## config.mk

```make
export PLATFORM = sky130hd
export DESIGN_NAME = led_seq_ctrl
export DESIGN_NICKNAME = d
export VERILOG_FILES = /design/src/rtl/led_pkg.sv /design/src/rtl/led_tick_gen.sv /design/src/rtl/led_seq_ctrl.sv
export SDC_FILE = /design/constraint.sdc
export NUM_CORES = 1
export LEC_CHECK = 0
export BUFFER_PORTS_ARGS = -buffer_cell sky130_fd_sc_hd__buf_2
export CELL_PAD_IN_SITES_DETAIL_PLACEMENT = 0
export CELL_PAD_IN_SITES_GLOBAL_PLACEMENT = 1
export CORE_MARGIN = 4
export CORE_UTILIZATION = 25
export CTS_CLUSTER_SIZE = 25
export DETAILED_ROUTE_END_ITERATION = 10
export PLACE_DENSITY_LB_ADDON = 0.1
export SLEW_MARGIN = 20
export SYNTH_ARGS = -nofsm -noshare
export SYNTH_HDL_FRONTEND = slang
export SYNTH_SLANG_ARGS = --single-unit
export TNS_END_PERCENT = 5
```

## constraint.sdc

```tcl
create_clock -name clk -period 5.4 [get_ports clk]
set_input_delay 1.08 -clock clk [delete_from_list [all_inputs] [get_ports clk]]
set_output_delay 1.08 -clock clk [all_outputs]
set_load 0.03 [all_outputs]
```

## src/rtl/led_pkg.sv

```systemverilog
`default_nettype none
// ============================================================================
//  Module      : led_pkg
//  Description : Shared types and default constants for the LED sequencer.
//                - state_t : run/stop state encoding
//                - step_t  : {pattern, dwell} step entry at default widths, for
//                            blocks that build step tables for led_seq_ctrl
//  Revision    : 1.0 - initial release
// ============================================================================
package led_pkg;

    localparam int unsigned C_TICK_DIV_DEFAULT = 50000;  // 1 ms at 50 MHz
    localparam int unsigned C_NUM_LEDS_DEFAULT = 8;
    localparam int unsigned C_DWELL_W_DEFAULT  = 8;

    typedef enum logic [0:0] {
        IDLE = 1'b0,
        RUN  = 1'b1
    } state_t;

    typedef struct packed {
        logic [C_NUM_LEDS_DEFAULT-1:0] pattern;
        logic [C_DWELL_W_DEFAULT-1:0]  dwell;
    } step_t;

endpackage
`default_nettype wire

```

## src/rtl/led_tick_gen.sv

```systemverilog
`default_nettype none
// ============================================================================
//  Module      : led_tick_gen
//  Description : Prescaler counting 0..TICK_DIV-1 while enabled. tick_o is
//                high for the one cycle in which the count sits at its
//                terminal value, so a tick occurs every TICK_DIV enabled
//                cycles after a clear.
//  Ports       : clk    - system clock
//                rst    - asynchronous active-low reset
//                clr_i  - synchronous clear of the count (wins over en_i)
//                en_i   - count enable
//                tick_o - one-cycle tick
//  Revision    : 1.0 - initial release
// ============================================================================
module led_tick_gen
    import led_pkg::*;
#(
    parameter int unsigned TICK_DIV = C_TICK_DIV_DEFAULT
) (
    input  logic clk,
    input  logic rst,
    input  logic clr_i,
    input  logic en_i,
    output logic tick_o
);

    localparam int unsigned        C_CNT_W   = (TICK_DIV > 1) ? $clog2(TICK_DIV) : 1;
    localparam logic [C_CNT_W-1:0] C_CNT_MAX = C_CNT_W'(TICK_DIV - 1);

    logic [C_CNT_W-1:0] cnt_q;

    always_ff @(posedge clk or negedge rst) begin
        if (!rst) begin
            cnt_q <= '0;
        end else if (clr_i) begin
            cnt_q <= '0;
        end else if (en_i) begin
            cnt_q <= (cnt_q == C_CNT_MAX) ? '0 : cnt_q + 1'b1;
        end
    end

    // Deliberately independent of clr_i: the parent derives its clear from
    // this tick, and feeding it back would form a combinational loop.
    assign tick_o = en_i && (cnt_q == C_CNT_MAX);

endmodule
`default_nettype wire

```

## src/rtl/led_seq_ctrl.sv

```systemverilog
`default_nettype none
// ============================================================================
//  Module      : led_seq_ctrl
//  Description : LED pattern sequencer. Steps through a programmable table of
//                {pattern, dwell} entries, holding each pattern for
//                max(dwell,1) ticks of TICK_DIV cycles. Optionally loops.
//  Ports       : clk         - system clock
//                rst         - asynchronous active-low reset
//                cfg_we      - step table write strobe (accepted in any state)
//                cfg_addr    - step table write address
//                cfg_pattern - pattern for the addressed step
//                cfg_dwell   - dwell for the addressed step, in ticks
//                cfg_last    - final step index, captured on accepted start
//                loop_en     - wrap after last step, captured on accepted start
//                start       - request to begin a sequence
//                stop        - request to abort a sequence (wins over start)
//                pins        - registered LED drive
//                busy        - high while running
//                step_idx    - current step index
//                done        - one-cycle pulse when a one-shot run completes
//  Revision    : 1.0 - initial release
// ============================================================================
module led_seq_ctrl
    import led_pkg::*;
#(
    parameter int unsigned NUM_LEDS  = C_NUM_LEDS_DEFAULT,
    parameter int unsigned NUM_STEPS = 8,
    parameter int unsigned STEP_W    = $clog2(NUM_STEPS),
    parameter int unsigned DWELL_W   = C_DWELL_W_DEFAULT,
    parameter int unsigned TICK_DIV  = C_TICK_DIV_DEFAULT
) (
    input  logic                clk,
    input  logic                rst,
    input  logic                cfg_we,
    input  logic [STEP_W-1:0]   cfg_addr,
    input  logic [NUM_LEDS-1:0] cfg_pattern,
    input  logic [DWELL_W-1:0]  cfg_dwell,
    input  logic [STEP_W-1:0]   cfg_last,
    input  logic                loop_en,
    input  logic                start,
    input  logic                stop,
    output logic [NUM_LEDS-1:0] pins,
    output logic                busy,
    output logic [STEP_W-1:0]   step_idx,
    output logic                done
);

    // Table entry at this instance's widths (step_t in the package is fixed
    // at the default widths).
    typedef struct packed {
        logic [NUM_LEDS-1:0] pattern;
        logic [DWELL_W-1:0]  dwell;
    } entry_t;

    localparam logic [STEP_W-1:0] C_STEP0 = '0;

    // A programmed dwell of zero is held for one tick.
    function automatic logic [DWELL_W-1:0] eff_dwell(input logic [DWELL_W-1:0] d);
        return (d == '0) ? DWELL_W'(1) : d;
    endfunction

    entry_t              table_q [NUM_STEPS];
    state_t              state_q;
    logic [NUM_LEDS-1:0] pins_q;
    logic                busy_q;
    logic [STEP_W-1:0]   step_idx_q;
    logic                done_q;
    logic [DWELL_W-1:0]  dwell_q;
    logic [STEP_W-1:0]   last_q;
    logic                loop_q;

    logic                w_tick;
    logic                w_step_end;
    logic                w_at_last;
    logic [STEP_W-1:0]   w_next_idx;
    logic                w_presc_clr;

    // ------------------------------------------------------------------
    // Step table: plain registers, not reset, writable at any time. A
    // write to the running step is only seen when that step is re-entered,
    // because pins is loaded from the table on entry only.
    // ------------------------------------------------------------------
    always_ff @(posedge clk) begin
        if (cfg_we) begin
            table_q[cfg_addr] <= '{pattern: cfg_pattern, dwell: cfg_dwell};
        end
    end

    // ------------------------------------------------------------------
    // Tick prescaler: runs only in RUN and restarts at every step entry so
    // each step lasts exactly dwell x TICK_DIV cycles.
    // ------------------------------------------------------------------
    // dwell_q never holds 0 in RUN; "<= 1" keeps a corrupted 0 from stalling.
    assign w_step_end  = w_tick && (dwell_q <= DWELL_W'(1));
    assign w_at_last   = (step_idx_q == last_q);
    assign w_next_idx  = w_at_last ? C_STEP0 : step_idx_q + 1'b1;
    assign w_presc_clr = (state_q != RUN) || stop || w_step_end;

    led_tick_gen #(
        .TICK_DIV (TICK_DIV)
    ) u_tick_gen (
        .clk    (clk),
        .rst    (rst),
        .clr_i  (w_presc_clr),
        .en_i   (state_q == RUN),
        .tick_o (w_tick)
    );

    // ------------------------------------------------------------------
    // Run/stop FSM with registered outputs.
    // ------------------------------------------------------------------
    always_ff @(posedge clk or negedge rst) begin
        if (!rst) begin
            state_q    <= IDLE;
            pins_q     <= '0;
            busy_q     <= 1'b0;
            step_idx_q <= '0;
            done_q     <= 1'b0;
            dwell_q    <= '0;
            last_q     <= '0;
            loop_q     <= 1'b0;
        end else begin
            done_q <= 1'b0;
            unique case (state_q)
                IDLE: begin
                    // stop in the same cycle cancels the start.
                    if (start && !stop) begin
                        last_q     <= cfg_last;
                        loop_q     <= loop_en;
                        state_q    <= RUN;
                        busy_q     <= 1'b1;
                        pins_q     <= table_q[C_STEP0].pattern;
                        step_idx_q <= C_STEP0;
                        dwell_q    <= eff_dwell(table_q[C_STEP0].dwell);
                    end
                end
                RUN: begin
                    if (stop) begin
                        state_q    <= IDLE;
                        busy_q     <= 1'b0;
                        pins_q     <= '0;
                        step_idx_q <= '0;
                        dwell_q    <= '0;
                    end else if (w_step_end) begin
                        if (w_at_last && !loop_q) begin
                            state_q    <= IDLE;
                            busy_q     <= 1'b0;
                            pins_q     <= '0;
                            step_idx_q <= '0;
                            dwell_q    <= '0;
                            done_q     <= 1'b1;
                        end else begin
                            pins_q     <= table_q[w_next_idx].pattern;
                            step_idx_q <= w_next_idx;
                            dwell_q    <= eff_dwell(table_q[w_next_idx].dwell);
                        end
                    end else if (w_tick) begin
                        dwell_q <= dwell_q - 1'b1;
                    end
                end
                default: begin
                    state_q <= IDLE;
                    busy_q  <= 1'b0;
                    pins_q  <= '0;
                end
            endcase
        end
    end

    assign pins     = pins_q;
    assign busy     = busy_q;
    assign step_idx = step_idx_q;
    assign done     = done_q;

endmodule
`default_nettype wire

```

==> flow_summary.json <==
{
  "fp-row-count": 62,
  "cts_max_level": 4,
  "syn_nets": 604,
  "yosys.area.top_type": "edfxtp_1",
  "fmax_mhz": 304,
  "fin_crit_ns": 3.29,
  "grt_max_degree": 43,
  "die_h_um": 179,
  "start_util_pct": 25.5,
  "core-area_mm2": 0.0289,
  "syn_to_final_growth_pct": 17.5,
  "drt_wl_total_um": 20600,
  "layout-drive-gt1-share_pct": 18.6,
  "p_leak_nw": 3.11,
  "place_ws_ns": 2.10,
  "hp-start": "u_tick_gen.cnt_q[0]$_DFFE_PN0P_",
  "fin_worst_skew_ns": 0.00930,
  "synth_seq_cells": 170,
  "path_buf_inv": 0,
  "max_slew_margin_pct": 41.8,
  "antenna_cells": 0,
  "crit_arrival_ns": 3.57,
  "setup_tns_ns": 0,
  "io_pins": 41,
  "path_clk_slew_ns": 0.07,
  "hold_viol_final": 0,
  "dp_hpwl_um": 13500,
  "synth_area_mm2": 0.00734,
  "synth_edf_count": 128,
  "placed_cell_area_mm2": 0.00804,
  "dieArea_mm2": 0.0322,
  "first_global_vias": 4914,
  "dpl.cell_count": 984,
  "netlist_top_cells_count": "edfxtp_1 (128), nand2_1 (67), nor2_1 (49)",
  "rsz0062_at_grt": "false",
  "p_clk_share_pct": 27.9,
  "clock_latency_ns": 0.42,
  "final_area_mm2": 0.00863,
  "cp-start-kind": "flip-flop",
  "syn_avg_cell_area_um2": 12.8,
  "internal_power_mw": 2.63,
  "vias_per_cell": 4.72,
  "maxCapViolCount": 0,
  "portBuffers": 40,
  "path_class": "reg -> reg",
  "setup_viol": 0,
  "p_sw_mw": 1.61,
  "vdd.ir_drop.worst_v": 0.000244,
  "synthTopCellsByArea": "edfxtp_1 (52%), dfrtp_1 (14%), nand2_1 (3.4%), nor2_1 (2.5%), mux4_2 (2.1%)",
  "synth_warnings": 0,
  "critPathTopFamily": "simple AND/OR/NAND/NOR gates",
  "vias": 4798,
  "crit_path_end_kind": "flip-flop",
  "cts_tree": "built",
  "instances_no_fill": 1017,
  "synth-seq-area-share_pct": 66.6,
  "post_cts_resized": 0,
  "p_per_area_mw_per_mm2": 491,
  "clock-sinks": 170,
  "cpPeakStageDelay_ns": 0.67,
  "wire_per_inst_um": 20.2,
  "place.gp.congestion": 0.751,
  "cts_buffer_depth": 2,
  "synth_top_area_share_pct": 52.3,
  "ant_nets": 0,
  "cts_setup_buffers": 0,
  "final_max_slew_viol_count": 0,
  "antenna_found_initial": 0,
  "slowest_stage": "or3_1",
  "pwr-share-comb_pct": 33.3,
  "track_usage_pct": 12.9,
  "seqPwrFrac_pct": 38.7,
  "async_reset_ff_share_pct": 24.7,
  "post-route-drc-count": 0,
  "crit_path_max_fanout": 15,
  "ctsHoldBuffers": 0,
  "setup_ws_ns": 2.11,
  "clock-root-buffer": "clkbuf_16",
  "worstHoldPathType": "reg -> reg",
  "worstPathCellList": "xor2_1, or3_1, nand2_1, a221oi_1, a311oi_1, a31oi_1, o21ai_1",
  "worst_slew_pin_slew_ns": 0.872,
  "reg2reg_from": "step_idx[1]$_DFFE_PN0P_",
  "synth_cell_types": 56,
  "ys.flop_type": "edfxtp_1",
  "grt_overflow": 0,
  "synth.most_common_cell": "edfxtp_1",
  "drtPass1Iterations": 6,
  "fin_nets": 652,
  "die_x_um": 179,
  "numCtsBuffers": 17,
  "status": "finished clean",
  "critPathRequiredTime_ns": 5.67,
  "grt_pass1_wl_um": 31800,
  "synthCells": 572,
  "period_share_pct": 61.0,
  "drt_first_iter_violations": 347,
  "crit_start": "step_idx[1]$_DFFE_PN0P_",
  "netSwitchingFraction_pct": 38.1
}
==> path summary, 6_finish.rpt <==
kind / cells past startpoint / slack (ns) / endpoint
max reg2reg: 7 / 2.11 / pins[4]$_DFFE_PN0P_
max: 7 / 2.11 / pins[4]$_DFFE_PN0P_
max in group asynchronous: 2 / 4.22 / step_idx[0]$_DFFE_PN0P_
min in group asynchronous: 2 / 0.74 / u_tick_gen.cnt_q[8]$_DFFE_PN0P_
min: 1 / 0.46 / u_tick_gen.cnt_q[0]$_DFFE_PN0P_
min reg2reg: 1 / 0.46 / u_tick_gen.cnt_q[0]$_DFFE_PN0P_
==> registers in the layout, summed over array words and instances (netlist names), 3 cells and up <==
register and count:
last_q 3, table_q 128, step_idx 3, dwell_q 8, pins 8, u_tick_gen.cnt_q 16
==> logic make-up after synthesis <==
kind of cell / synth area share, %
muxes: 4.96
and+or+nand+nor: 13.4
AOI/OAI and AO/OA: 9.52
xor gates and xnor gates: 2.73
adders and majority gates: 0.681
buffers and inverters: 2.10
DFF: 66.6
==> final cells by class <==
class	count	area, um2
clock buffer	17	425
clock inverter	15	148
fill	2942	20200
inverter	8	30.0
multi-input combinational	367	2330
sequential	170	4900
tap	384	480
timing repair buffer	56	324
==> metal layers <==
metal  track usage (%)  routed length [um]
met4              3.63                 320
met2              18.7                8940
met3              2.61                 723
met1              19.5               10600
met5                 0                   0
==> placed cells by master (no fill, tap or decap), types with 7 or more instances in the layout <==
cell type,count
o21ai_0,19
and3_1,19
o22ai_1,8
nor3_1,11
edfxtp_1,128
nand2b_1,7
nand2_1,67
mux2_2,9
a31oi_1,8
buf_2,40
clkbuf_16,17
mux4_2,7
o21ai_1,11
buf_4,15
a221oi_1,7
nor2_1,49
dfrtp_1,41
xnor2_1,8
inv_1,8
a21oi_1,24
nand3_1,27
xor2_1,12
mux2i_1,9
==> stage by stage <==
stage	hold WS (ns)	power, mW	utilization, %
floorplan	0.433	2.60	-
global placement	0.460	3.10	27.9
detailed placement	0.459	3.09	27.9
CTS	0.470	4.30	29.9
global route	0.487	4.50	29.9
finish	0.458	4.24	29.9
==> power by group through the flow <==
| stage | clock, mW | sequential, mW | combinational [mW] |
|---|---|---|---|
| 2_1_floorplan | 0 | 1.68 | 0.922 |
| 3_3_place_gp | 0 | 1.67 | 1.44 |
| 3_5_place_dp | 0 | 1.67 | 1.42 |
| 4_1_cts | 1.23 | 1.64 | 1.43 |
| 5_1_grt | 1.28 | 1.66 | 1.56 |
| 6_report | 1.18 | 1.64 | 1.41 |
(Power assumes the default switching activity.)
